**config.mk**
```make
export PLATFORM = sky130hd
export DESIGN_NAME = bcd2bin_seq
export DESIGN_NICKNAME = d
export VERILOG_FILES = /design/src/rtl/bcd2bin_seq.sv
export SDC_FILE = /design/constraint.sdc
export NUM_CORES = 1
export LEC_CHECK = 0
export ABC_AREA = 1
export CAP_MARGIN = 20
export CORE_MARGIN = 2
export CORE_UTILIZATION = 32
export CTS_BUF_LIST = sky130_fd_sc_hd__clkbuf_2 sky130_fd_sc_hd__clkbuf_4 sky130_fd_sc_hd__clkbuf_8
export DETAILED_ROUTE_END_ITERATION = 12
export PLACE_DENSITY_LB_ADDON = 0.12
export SYNTH_ARGS = -nofsm -noshare
export SYNTH_HDL_FRONTEND = slang
export SYNTH_SLANG_ARGS = --single-unit
```
**constraint.sdc**
```tcl
create_clock -name CLOCK_50 -period 1.2 [get_ports CLOCK_50]
set_input_delay 0.24 -clock CLOCK_50 [delete_from_list [all_inputs] [get_ports CLOCK_50]]
set_output_delay 0.24 -clock CLOCK_50 [all_outputs]
set_load 0.005 [all_outputs]
```
**src/rtl/bcd2bin_seq.sv**
```systemverilog
// bcd2bin_seq: sequential BCD-to-binary converter using reverse double-dabble.
// Each iteration shifts the work register right by one bit. Any digit field
// in the upper 4*N_DIGITS bits that ends up >= 8 is then reduced by 3.
// After BIN_W iterations the low BIN_W bits hold the binary value.
//
// Ports:
//   CLOCK_50  system clock (rising edge)
//   reset     synchronous active-high reset
//   start     conversion request, sampled only while idle
//   bcd_in    packed BCD operand (digit 0 in [3:0]), captured on accept
//   bin_out   binary result, held until the next completion or reset
//   busy      conversion in progress
//   done      one-cycle pulse when bin_out updates
//   err       invalid-digit flag, qualified by done
//
// Optional: define BCD2BIN_DIGIT_CHECK_EN to reject operands with a digit > 9.
// A rejected operand completes one edge after acceptance with bin_out=0 and
// err=1. Without the macro, err is tied low and every operand runs the full
// algorithm.
module bcd2bin_seq #(
   parameter int N_DIGITS = 4,
   parameter int BIN_W    = 14
) (
   input  logic                    CLOCK_50,
   input  logic                    reset,
   input  logic                    start,
   input  logic [4*N_DIGITS-1:0]   bcd_in,
   output logic [BIN_W-1:0]        bin_out,
   output logic                    busy,
   output logic                    done,
   output logic                    err
);

   localparam int WW = 4*N_DIGITS + BIN_W;
   localparam int CW = $clog2(BIN_W + 1);

   localparam logic [1:0] S_IDLE  = 2'd0;
   localparam logic [1:0] S_SHIFT = 2'd1;
`ifdef BCD2BIN_DIGIT_CHECK_EN
   localparam logic [1:0] S_BAD   = 2'd2;
`endif

   logic [1:0]    state;
   logic [CW-1:0] cnt;
   logic [WW-1:0] work;
   logic [WW-1:0] shifted;
   logic [WW-1:0] nxt;

   // One iteration: logical shift right, then a per-digit -3 correction.
   // There is no borrow between digits.
   assign shifted = {1'b0, work[WW-1:1]};
   assign nxt[BIN_W-1:0] = shifted[BIN_W-1:0];

   genvar d;
   generate
      for (d = 0; d < N_DIGITS; d++) begin : g_dig
         // A field value of 8 or more is exactly the case where the top bit is set.
         assign nxt[BIN_W+4*d +: 4] = shifted[BIN_W+4*d+3]
                                     ? shifted[BIN_W+4*d +: 4] - 4'd3
                                     : shifted[BIN_W+4*d +: 4];
      end
   endgenerate

`ifdef BCD2BIN_DIGIT_CHECK_EN
   logic [N_DIGITS-1:0] dig_bad;
   logic                err_q;

   generate
      for (d = 0; d < N_DIGITS; d++) begin : g_chk
         assign dig_bad[d] = (bcd_in[4*d +: 4] > 4'd9);
      end
   endgenerate

   assign err = err_q;
`else
   assign err = 1'b0;
`endif

   always_ff @(posedge CLOCK_50) begin
      if (reset) begin
         state   <= S_IDLE;
         cnt     <= '0;
         work    <= '0;
         bin_out <= '0;
         busy    <= 1'b0;
         done    <= 1'b0;
`ifdef BCD2BIN_DIGIT_CHECK_EN
         err_q   <= 1'b0;
`endif
      end else begin
         done <= 1'b0;
         case (state)
            S_IDLE: begin
               if (start) begin
                  work  <= {bcd_in, {BIN_W{1'b0}}};
                  cnt   <= '0;
                  busy  <= 1'b1;
`ifdef BCD2BIN_DIGIT_CHECK_EN
                  state <= (|dig_bad) ? S_BAD : S_SHIFT;
`else
                  state <= S_SHIFT;
`endif
               end
            end
            S_SHIFT: begin
               work <= nxt;
               cnt  <= cnt + 1'b1;
               if (cnt == CW'(BIN_W-1)) begin
                  bin_out <= nxt[BIN_W-1:0];
                  done    <= 1'b1;
                  busy    <= 1'b0;
                  state   <= S_IDLE;
`ifdef BCD2BIN_DIGIT_CHECK_EN
                  err_q   <= 1'b0;
`endif
               end
            end
`ifdef BCD2BIN_DIGIT_CHECK_EN
            S_BAD: begin
               bin_out <= '0;
               err_q   <= 1'b1;
               done    <= 1'b1;
               busy    <= 1'b0;
               state   <= S_IDLE;
            end
`endif
            default: begin
               state <= S_IDLE;
               busy  <= 1'b0;
            end
         endcase
      end
   end

endmodule

```
# Yosys cells after proc, flatten, opt, wreduce, memory -nomap -nowiden
# Cells that the tools add are included.
[classes]
addsub = 4
n_eq_ne = 4
n_mux = 14
bitwise = 1
reduce_logical = 6
[op_table]
columns = ["op", "n"]
rows = [
  ["$pmux 30 s2", 1],
  ["$mux 30", 1],
  ["$mux 4", 4],
  ["$sub 4x2->4 const B", 3],
  ["$pmux 4 s2", 1],
  ["$reduce_and 2->1", 3],
  ["$add 4x1->4 const B", 1],
  ["$eq 4x4->1 const B", 1],
  ["$mux 2", 2],
  ["$ne 2x2->1 const B", 2],
  ["$pmux 2 s2", 1],
  ["$mux 1", 3],
  ["$eq 2x1->1 const B", 1],
  ["$logic_not 2->1", 1],
  ["$pmux 1 s2", 1],
  ["$reduce_bool 2->1", 1],
  ["$reduce_or 2->1", 1],
  ["$not 1->1", 1],
]
[totals]
register_bits = 52
input_bits = 19
out_inout_bits = 17
elab_cells = 35

# Depth between registers and ports, before layout
# Gate-level depths: netlist of run 1.
[logic_depth]
word_depth = 3
depth_mapped = 8
depth_no_buf = 7

# Worst setup path before layout of run 1
# Ideal clock, no wire load.
[synth_timing]
path_kind = "register to register"
start = "register cnt[0]"
end = "register bin_out[0]"
setup_time_ns = 0.058
t_arrival_ns = 1.159
required_ns = 1.142
setup_slack_ns = -0.017
path_stages_with_launch = 7
n_path_buf = 1
synth_period_minus_slack_ns = 1.217
cell_sequence = "dfxtp_1 -> ha_1 -> nand3_1 -> nor3_4 -> buf_4 -> nand2_1 -> nand2_1"
[synth_via]
elab_chain_cells = 2
[synth_lines]
columns = ["item", "line", "text"]
rows = [
  ["start, declared", "44", "logic [CW-1:0] cnt;"],
  ["start signal, assigned", "107", "cnt <= cnt + 1'b1;"],
  ["$eq 4x4->1", "108", "if (cnt == CW'(BIN_W-1)) begin"],
  ["$reduce_and 2->1 (no source line)", "n/a", ""],
  ["end signal, assigned", "109", "bin_out <= nxt[BIN_W-1:0];"],
  ["end, declared", "28", "output logic [BIN_W-1:0] bin_out,"],
]
# No other way between the ends.
# A chain may end at the register's enable or synchronous reset.

# Worst setup path in the final report of run 1
[layout_timing]
start = "register cnt[1]"
end = "register bin_out[10]"
# The elaborated chain is that of the path after synthesis.

==> results summary, run 1 <==
The detailed router finished its first iteration with 41 violations. For the final database, setup skew stands at 6.85 ps. The count of unique library cells instantiated by Yosys came out at 20.

The clock net sink count is 49. Dividing the final minimum period by the clock period gives 95.3%. The proportion of power drawn by the clock network came out at 31.5%. The finished cells cover 3000 sq um.

The global-route usage over all layers came out at 13.7%. The run finished with clean final reports. The endpoint identified for the worst register-to-register timing path is bin_out[10]. The ratio of total power to cell area came out at 1050 nW/um^2.

Pin placement for this block handled 36 I/O pins. The number of antenna violations at the first check in global routing came out at 0. In this run the mean area of a mapped cell was 6.91 sq um. After layout, the worst setup slack is 56.2 ps. The sort of element at the start of the critical path is a flip-flop. The number of warnings reported in the yosys synthesis log came out at 0. For this run, the slowest stage of the critical path takes 330 ps. Setup repair after global routing could not meet its margin everywhere. In the post-synthesis netlist, the biggest area contributors are sky130_fd_sc_hd__dfxtp_1 45%, sky130_fd_sc_hd__nand2_1 24%, sky130_fd_sc_hd__a21oi_1 6.0%. The CTS tree is yes.

The maximum frequency from static timing analysis came out at 874 MHz. The congestion estimate from routability-driven global placement came to 0.799. The first-pass iteration count of the detailed router came out at 4.

The largest voltage drop on the vdd net came out at 0.000562 V. The via count of the first global-routing pass is 1,808. For hold timing, the worst endpoint is bin_out[5]. The post-synthesis net count is 337. The worst hold path passes through 2 cells. In this run the number of H-tree levels came out at 2.

The count of cells in the finished layout, fillers not included, comes to 445. The layout overhead on the synthesized area is 38.7%. After detailed routing, the total wire length is 4690 um. The total overflow left after global routing is 0. The area of the core region is 6460 sq um.

The post-layout minimum cycle time came out at 1140 ps. The portion of synthesized cell area occupied by the leading cell type came out at 45.4%. The share of layout cells above drive strength 1 came out at 22.3%. The die boundary height came out at 86.2 um. Among cell families on the critical path, the largest total delay comes from simple AND/OR/NAND/NOR gates.

The maximum fanout along the worst path is 14. The path type of the worst min-delay path is flip-flop to flip-flop. In the routed layout, each cell is associated on average with a via count of 4.46. Traced cell by cell, the critical path runs through inv_2 -> ha_4 -> nand3_4 -> nor2_4 -> nor2_4 -> buf_12 -> nand2_1 -> nand2_1. For the worst setup path, the data required time is 1410 ps. The remaining design rule violation count is 0.

The clock tree buffer depth came out at 2. The maximum number of pins on one net before global-route repair is 18. The hold path startpoint is bin_out[5]. The routed wirelength normalized by instance count came out at 10.5 um.

The number of failing hold endpoints at the final stage came to 0. The share of synthesized area occupied by flip-flops and latches came out at 45.4%. The total via count after detailed routing is 1,985. Synthesis handed over a netlist of 313 instances. The first-pass GRT wire length came out at 8140 um. The synthesized netlist occupies a cell area of 2160 sq um. The power share of the sequential group came out at 54.3%. The switching power of the nets came out at 0.000841 W.

The count of port buffers added during placement is 34. The kind of critical path is flip-flop to flip-flop. The arrival time at the worst endpoint is 1350 ps. The minimum setup slack among reg-to-reg paths came out at 60 ps. The final number of max-transition violations is 0. The post-synthesis sequential element count came out at 49. After clock tree synthesis, the clock-pin slew on the worst setup and hold paths is 100 ps. The floorplan has 29 rows. The number of maximum-capacitance violations is 0.

Including well taps, the total number of placed cells is 432. The design internal power is 0.00232 W. The overall die width came out at 86.2 um. After clock tree synthesis, the flow added hold-fix buffers numbering 0. The number of buffers inserted during clock tree synthesis is 5. The HPWL after detailed placement came out at 3240 um. The static leakage is 1.37 nW. The remaining antenna violation count after routing is 0. The switching fraction of total power is 26.6%. The tree is rooted in a sky130_fd_sc_hd__clkbuf_8.

The die covers 7430 sq um. For the final routed database, the setup TNS stands at 0 ps. The placed cell area came out at 2740 sq um. Setup violations remaining at the end of the flow were counted as 0. The critical register-to-register path startpoint is cnt[1]. The worst setup timing slack at the placement stage came out at -197 ps. The overall power came out at 0.00316 W. The dominant cell type by area after synthesis is sky130_fd_sc_hd__dfxtp_1.

The net count of the finished layout is 391. The number of antenna cells inserted is 0. The later pin in the worst-skew pair is clocked with a latency of 310 ps. The worst setup path is captured at a flip-flop. The initial cell density of the core is 33.5%. Counting both buffers and inverters, the worst setup path holds a total of 2.

Measured in cells, the most critical reg-to-reg path has a length of 8. The fraction of power consumed by combinational cells is 14.2%. The slowest stage of the critical path belongs to the cell sky130_fd_sc_hd__dfxtp_2.
==> power groups by stage <==
stage                     Combinational (W)  Clock [W]  Sequential [W]
after floorplan                    0.000224          0         0.00174
after global placement             0.000403          0         0.00175
after detailed placement           0.000407          0         0.00175
after CTS                          0.000443    0.00105         0.00171
after global routing               0.000508    0.00110         0.00172
final                              0.000449   0.000995         0.00171
==> flip-flops by register name, summed over array words and instances, names as in the netlist <==
name and flops:
cnt 4, done 1, busy 1, bin_out 14, work 29
==> cells in the mapped netlist <==
| library cell | number |
|---|---|
| sky130_fd_sc_hd__buf_2 | 7 |
| sky130_fd_sc_hd__nor3b_1 | 1 |
| sky130_fd_sc_hd__nor3_1 | 2 |
| sky130_fd_sc_hd__dfxtp_1 | 49 |
| sky130_fd_sc_hd__nor2_2 | 2 |
| sky130_fd_sc_hd__nand2_1 | 139 |
| sky130_fd_sc_hd__buf_4 | 5 |
| sky130_fd_sc_hd__o21ai_0 | 6 |
| sky130_fd_sc_hd__or2_0 | 1 |
| sky130_fd_sc_hd__conb_1 | 1 |
| sky130_fd_sc_hd__a21oi_1 | 26 |
| sky130_fd_sc_hd__inv_1 | 25 |
| sky130_fd_sc_hd__ha_1 | 5 |
| sky130_fd_sc_hd__buf_6 | 2 |
| sky130_fd_sc_hd__clkbuf_1 | 1 |
| sky130_fd_sc_hd__nor3_4 | 1 |
| sky130_fd_sc_hd__nand3_1 | 18 |
| sky130_fd_sc_hd__nor2_1 | 19 |
| sky130_fd_sc_hd__inv_2 | 1 |
| sky130_fd_sc_hd__nor2_4 | 2 |
==> placed cells by master (no fill, tap or decap), types with 2 or more instances in the layout <==
cell type                         instances
sky130_fd_sc_hd__inv_1                   24
sky130_fd_sc_hd__nor2_1                  19
sky130_fd_sc_hd__a21oi_1                 22
sky130_fd_sc_hd__buf_6                    3
sky130_fd_sc_hd__nand3_1                 17
sky130_fd_sc_hd__clkdlybuf4s50_1         17
sky130_fd_sc_hd__buf_4                   18
sky130_fd_sc_hd__dfxtp_2                 17
sky130_fd_sc_hd__clkinv_4                 2
sky130_fd_sc_hd__o21ai_0                  5
sky130_fd_sc_hd__nand2_2                 16
sky130_fd_sc_hd__buf_12                   6
sky130_fd_sc_hd__nor3_1                   2
sky130_fd_sc_hd__dlygate4sd2_1           16
sky130_fd_sc_hd__dfxtp_1                 32
sky130_fd_sc_hd__clkbuf_8                 5
sky130_fd_sc_hd__nand2_1                123
sky130_fd_sc_hd__nor2_4                   3
sky130_fd_sc_hd__a21oi_2                  4
sky130_fd_sc_hd__ha_1                     4
==> cells by family after synthesis <==
kind of cell / synth area share [%]
buf+inv: 9.09
simple gates: 35.1
compound gates: 7.41
fa+ha+maj: 2.89
other cells: 0.173
flops: 45.4
==> repair_timing <==
action                                  CTS  global route
cloned                                    2             0
endpoints found under the setup margin   35            43
gates resized for setup                  54            12
pin swaps                                14             3
buffers inserted                          5             2
==> tightest hold or removal path, delay by kind of cell, from the launching register on <==
| kind | cells | cell delay, ps |
|---|---|---|
| DFF | 1 | 330 |
| and+or+nand+nor | 2 | 90 |
==> layer usage <==
layer	GRT usage (%)	wire length, um	up-vias
li1	-	-	1070
met1	17.4	2300	877
met2	22.8	2170	31
met3	2.86	150	7
met4	5.11	74	0
met5	0	0	-
==> how the worst max path moves through the flow <==
stage | startpoint | end | slack (ps) | depth (start not counted)
2_1_floorplan | cnt[0] | bin_out[1] | 10 | 6
3_3_place_gp | start | cnt[0] | -200 | 4
3_5_place_dp | start | cnt[0] | -200 | 4
4_1_cts | cnt[1] | bin_out[11] | -40 | 8
5_1_grt | busy | work[25] | -30 | 8
6_report | cnt[1] | bin_out[10] | 60 | 8
==> area by class of cell <==
class	instances	area, sq um
inverter	26	100
tap	77	96.3
sequential	49	1000
fill	717	3460
clock inverter	3	22.5
clock buffer	5	68.8
multi-input combinational	223	1070
timing repair buffer	62	639
==> through the flow <==
stage	util, %	hold WS (ps)
4_1_cts	46.4	451
3_5_place_dp	42.4	433
2_1_floorplan	-	383
5_1_grt	46.4	458
3_3_place_gp	42.4	428
6_report	46.4	446
Power figures use the tool's default switching activity.
==> inputs of run 2 (changes only) <==
Clock period 1.2 ns to 1.35 ns, I/O delays scaled along.
==> results summary, run 2 (synthesis gave the netlist of run 1 again) <==
The run finished with clean final reports. The number of cells on the worst reg-to-reg path is 7. work holds more flip-flops than any other register.

The finished layout holds 437 standard cells, fillers aside. The residual overflow from global routing came out at 0. The maximum fanout along the worst path is 2. The CTS tree is yes. The clock net sink count came out at 49.

Walking the worst path, the cells encountered are buf_4 -> dlygate4sd2_1. Tracing the worst setup path back leads to its startpoint at busy. From bottom edge to top edge, the die measures 86.2 um. The flip-flop count of the largest register after layout is 29. The kind of end point of the critical path is a primary output. STA classifies the critical path startpoint as a flip-flop. The kind of critical path is flip-flop to primary output.

The total area of multi-input combinational cells is 998 sq um. The number of failing hold endpoints at the final stage was 0. The count of buffering cells on the critical path with inverters included is 2. The source-to-sink clock delay at the later pin of the worst-skew pair is 310 ps. In this run the critical register-to-register path is captured at bin_out[0].

Setup repair after global routing left no endpoint under its margin. VDD sags by at most 0.000386 V. The total wire length is 4720 um. The routed wirelength normalized by instance count is 10.8 um.

The global-route usage over all layers came out at 13.6%. In this run, the number of DRC markers left after iteration 0 of detailed routing was 44. The via count of the first global-routing pass is 1,768. The instance count after placement with tap cells included is 425. The library cell used most frequently in the layout, excluding fill and tap cells, is sky130_fd_sc_hd__nand2_1. In this run the number of cells on the critical path is 2. The number of ports placed on the die boundary is 36. The maximum frequency from static timing analysis came out at 769 MHz. At the worst endpoint, the arrival time is 1030 ps. The total number of placement rows is 29. The library cell contributing the largest single delay on the critical path is sky130_fd_sc_hd__dfxtp_4. The remaining antenna violation count after routing is 0.

The final number of max-transition violations is 0. The number of antenna cells inserted is 0. Clock-pin slew was measured on the worst setup and hold paths at 90 ps. The final-report setup violation count is 0.

The path type of the worst min-delay path is flip-flop to flip-flop. The detailed-route vias per instance came out at 4.37. The share of layout cells above drive strength 1 came out at 14.2%. The static leakage is 1.29 nW. Entering global routing, the biggest net connects 32 pins. The layout overhead on the synthesized area is 30.8%. The largest stage delay on the critical path is 350 ps.

The routed design could run at a clock period as short as 1300 ps. CTS built an H-tree with a depth of 2. The clock tree buffer depth is 2. The largest registers in the layout are work: 29 flops, bin_out: 14 flops, cnt: 4 flops. The remaining design rule violation count is 0.

The sum of negative setup slack is 0 ps. The clock arrives with 4.90 ps of skew. The HPWL after detailed placement came out at 3170 um.

The first-pass iteration count of the detailed router is 4. The total die area is 7430 sq um. The number of maximum-capacitance violations came out at 0. Measured on the finished design, the core utilization comes to 43.8%.

The number of hold buffers added after CTS was 0. The net count of the finished layout is 383. The first-pass GRT wire length came out at 8030 um.

The required arrival time at the worst endpoint is 1080 ps. The number of buffers inserted during clock tree synthesis is 5. The post-route clock period utilization is 96.4%.

The ratio of total power to cell area is 979 nW/um^2. Fill cells in the final layout number 700. From left edge to right edge, the die measures 86.2 um. Routability-driven placement finished with a final weighted congestion of 0.768. The storage element area came out at 1000 sq um. The area of the core region came out at 6460 sq um.

The cell family with the largest share of critical-path delay is buffers and inverters. Summing over every cut layer, the via total after detailed routing is 1,909. The minimum setup slack among reg-to-reg paths is 100 ps. The destination of the critical timing path is busy. The count of port buffers added during placement is 34. The top cell types in the final layout, fill and taps aside, are 139 x sky130_fd_sc_hd__nand2_1, 34 x sky130_fd_sc_hd__dfxtp_1, 25 x sky130_fd_sc_hd__inv_1, 25 x sky130_fd_sc_hd__a21oi_1, 19 x sky130_fd_sc_hd__nor2_1.

The cell sitting at the root of the clock tree is a sky130_fd_sc_hd__clkbuf_8. The startpoint identified for the worst register-to-register timing path is cnt[0]. The initial cell density of the core is 33.5%. The number of antenna violations at the first check in global routing came out at 0.
[run 2: worst min path at each step]
stage,startpoint,to,slack (ps),cells past startpoint
after CTS,bin_out[7],bin_out[7],440,2
after global routing,bin_out[13],bin_out[13],460,2
after detailed placement,bin_out[7],bin_out[7],430,2
after global placement,bin_out[12],bin_out[12],430,2
final,bin_out[7],bin_out[7],440,2
after floorplan,bcd_in[15],work[29],410,2
[run 2: worst reg2reg max path, delay by kind of cell (launching register included)]
| kind | cells | cell delay, ps |
|---|---|---|
| adders and majority gates | 1 | 190 |
| buffers and inverters | 1 | 140 |
| DFF | 1 | 400 |
| and+or+nand+nor | 5 | 430 |
[run 2: metal layers]
metal  routed length (um)  up-vias  global-route usage [%]
li1                     -     1053                       -
met1                 2390      815                    16.9
met2                 2090       33                    22.8
met3                  164        8                    2.95
met4                   83        0                    5.54
met5                    0        -                       0
[run 2: where the power goes]
group          switching, W  total, W  internal (W)
clock              0.000506  0.000891      0.000386
sequential        0.0000387   0.00152       0.00148
combinational      0.000182  0.000358      0.000176
[run 2: final cells by class]
type,instances,share of cell area (%)
multi-input combinational,223,35.3
tap,77,3.41
timing repair buffer,54,19.2
sequential,49,35.4
clock inverter,2,0.531
inverter,26,3.45
clock buffer,6,2.70
[run 2: what timing repair did]
action / in CTS / in global routing
pin swaps: 1 / 1
cloned: 0 / 2
resized for setup: 33 / 2
buffers inserted: 2 / 1
endpoints found under the setup margin: 30 / 21
[run 2: metrics by stage]
| stage | hold slack [ps] | power, W | instance area (sq um) | setup slack, ps |
|---|---|---|---|---|
| floorplan | 413 | 0.00174 | 2160 | 133 |
| global placement | 428 | 0.00188 | 2650 | -85.0 |
| detailed placement | 431 | 0.00188 | 2650 | -104 |
| CTS | 442 | 0.00279 | 2770 | 15.3 |
| global route | 456 | 0.00292 | 2830 | 2.39 |
| finish | 438 | 0.00277 | 2830 | 48.8 |
==> inputs of run 3 (changes only) <==
Clock period 1.35 ns to 1.3 ns, I/O delays scaled along.
==> results summary, run 3 (synthesis gave the netlist of run 1 again) <==
The ratio of total power to cell area is 994 nW/um^2. Of the total power, registers draw 54.7%. For this run the aggregate overflow at the end of global routing stands at 0. STA puts the critical path data arrival time at 1000 ps. The via count of the first global-routing pass was 1,891.

The count of port buffers added during placement came out at 34. The routability congestion estimate from global placement came out at 0.791. The net count of the finished layout is 390. The number of standard cells in the layout, taps in and fillers out is 444. The largest voltage drop on the vdd net is 0.000577 V. Summed over all nets, the switching power comes to 0.000767 W. The switching fraction of total power came out at 26.5%.

The required arrival time at the worst endpoint came out at 1040 ps. The post-layout minimum cycle time came out at 1260 ps. The first-pass iteration count of the detailed router came out at 4. The clock net sink count is 49. The die is 86.2 um tall. The HPWL after detailed placement came out at 3340 um. The static leakage is 1.33 nW. In this run the worst path has a maximum fanout of 2. The remaining design rule violation count came out at 0.

The remaining antenna violation count after routing came out at 0. The total wire length is 4750 um. In the final layout, the share of cells above drive strength 1 is 16.6%. The maximum number of pins on one net before global-route repair came out at 28. The total via count after detailed routing is 1,983. The largest registers in the layout are work: 29 flops, bin_out: 14 flops, cnt: 4 flops. The kind of end point of the critical path is a primary output. The first-pass GRT wire length came out at 8290 um. The repair_antennas step left the layout with diodes totalling 0. The clock reaches the later pin of the worst-skew pair after 300 ps. The overall die width is 86.2 um.

The design internal power is 0.00212 W. The number of failing hold endpoints at the final stage was 0. After layout, the worst path uses 97.2% of the clock period. The final-report setup violation count is 0. The number of buffers inserted during clock tree synthesis is 5.

Counting flops per register, the top entry is work. The H-tree was split into 2 levels. The total die area came out at 7430 sq um. On the final layout, the worst hold slack is 438 ps.

Of the total power, the clock network draws 31.6%. The routed wirelength normalized by instance count came out at 10.7 um. Combinational logic is responsible for 13.7% of the overall power. The final setup skew is 4.17 ps. The count of hold-fix buffers inserted at cts is 0. The worst hold path belongs to the class flip-flop to flip-flop. Compared with the post-synthesis result, the final layout area differs by 34.5%.

The total area of multi-input combinational cells is 1020 sq um. The maximum frequency from static timing analysis is 791 MHz. The global-route usage over all layers is 13.8%. Fill cells in the final layout number 714. The instance count after placement with tap cells included came out at 428. The first routing iteration left 57 violations. Summing all flip-flop and latch instances after layout gives 1000 sq um. In the post-route analysis, the smallest setup slack over all paths is 35.9 ps.

The library cells used most frequently in the layout, excluding fill and tap cells, are 139 x sky130_fd_sc_hd__nand2_1, 33 x sky130_fd_sc_hd__dfxtp_1, 26 x sky130_fd_sc_hd__a21oi_1. STA classifies the critical path startpoint as a flip-flop. The critical path is of the flip-flop to primary output type. The flip-flop count of the largest register after layout is 29. The most common library cell in the layout ignoring fill and taps is sky130_fd_sc_hd__nand2_1. TritonCTS built the clock tree. The total area inside the core boundary comes to 6460 sq um.

The sum of negative setup slack is 0 ps. The detailed-route vias per instance came out at 4.47. The initial cell density of the core is 33.5%. The end-of-flow core utilization is 45.0%.

The clock-pin slew of the registers on the worst-case setup and hold paths came out at 90 ps. The number of ports placed on the die boundary is 36. The number of maximum-capacitance violations came out at 0.

The final number of max-transition violations came to 0. The run finished with clean final reports. The worst setup timing slack at the placement stage came out at -164 ps.

The total number of placement rows came out at 29. The clock tree buffer depth is 2. The cell sitting at the root of the clock tree is a sky130_fd_sc_hd__clkbuf_8. The number of antenna violations at the first check in global routing came out at 0.
run 3: layout make-up:
type | instances | area share, %
multi-input cells | 223 | 35.1
inverters | 26 | 3.44
repair buffers | 61 | 20.7
flip-flops and latches | 49 | 34.4
well taps | 77 | 3.31
clock inverters | 3 | 0.731
clock buffers | 5 | 2.37
run 3: critical path, stage by stage (launching register included):
cell and delay, ps:
sky130_fd_sc_hd__dfxtp_2 330, sky130_fd_sc_hd__buf_4 120, sky130_fd_sc_hd__dlygate4sd2_1 250
run 3: path summary, 6_finish.rpt:
check | from | end | cells after the start | slack [ps]
max | busy | busy | 2 | 40
min | bin_out[3] | bin_out[3] | 2 | 440
max reg2reg | busy | work[22] | 8 | 100
min reg2reg | bin_out[3] | bin_out[3] | 2 | 440
run 3: layer usage:
| layer | vias to the layer above | wire, um | global-route usage, % |
|---|---|---|---|
| met5 | - | 0 | 0 |
| met4 | 0 | 47 | 3.84 |
| met3 | 5 | 200 | 3.05 |
| met2 | 36 | 2200 | 24.4 |
| met1 | 876 | 2300 | 17.0 |
| li1 | 1066 | - | - |
run 3: timing repair:
action,4_1_cts,5_1_grt
pin swaps,1,2
setup buffers,2,6
resized for setup,33,11
cloned,0,1
setup endpoints to repair,30,28
run 3: power by group through the flow:
stage	combinational [W]	sequential, W	clock, W
floorplan	0.000206	0.00160	0
global placement	0.000352	0.00161	0
detailed placement	0.000353	0.00161	0
CTS	0.000366	0.00158	0.000947
global route	0.000454	0.00159	0.00101
finish	0.000397	0.00158	0.000913
run 3: per-stage QoR:
step,cell area (sq um),total power (W)
after floorplan,2160,0.00181
after global placement,2680,0.00197
after detailed placement,2680,0.00197
after CTS,2810,0.00289
after global routing,2910,0.00305
final,2910,0.00289
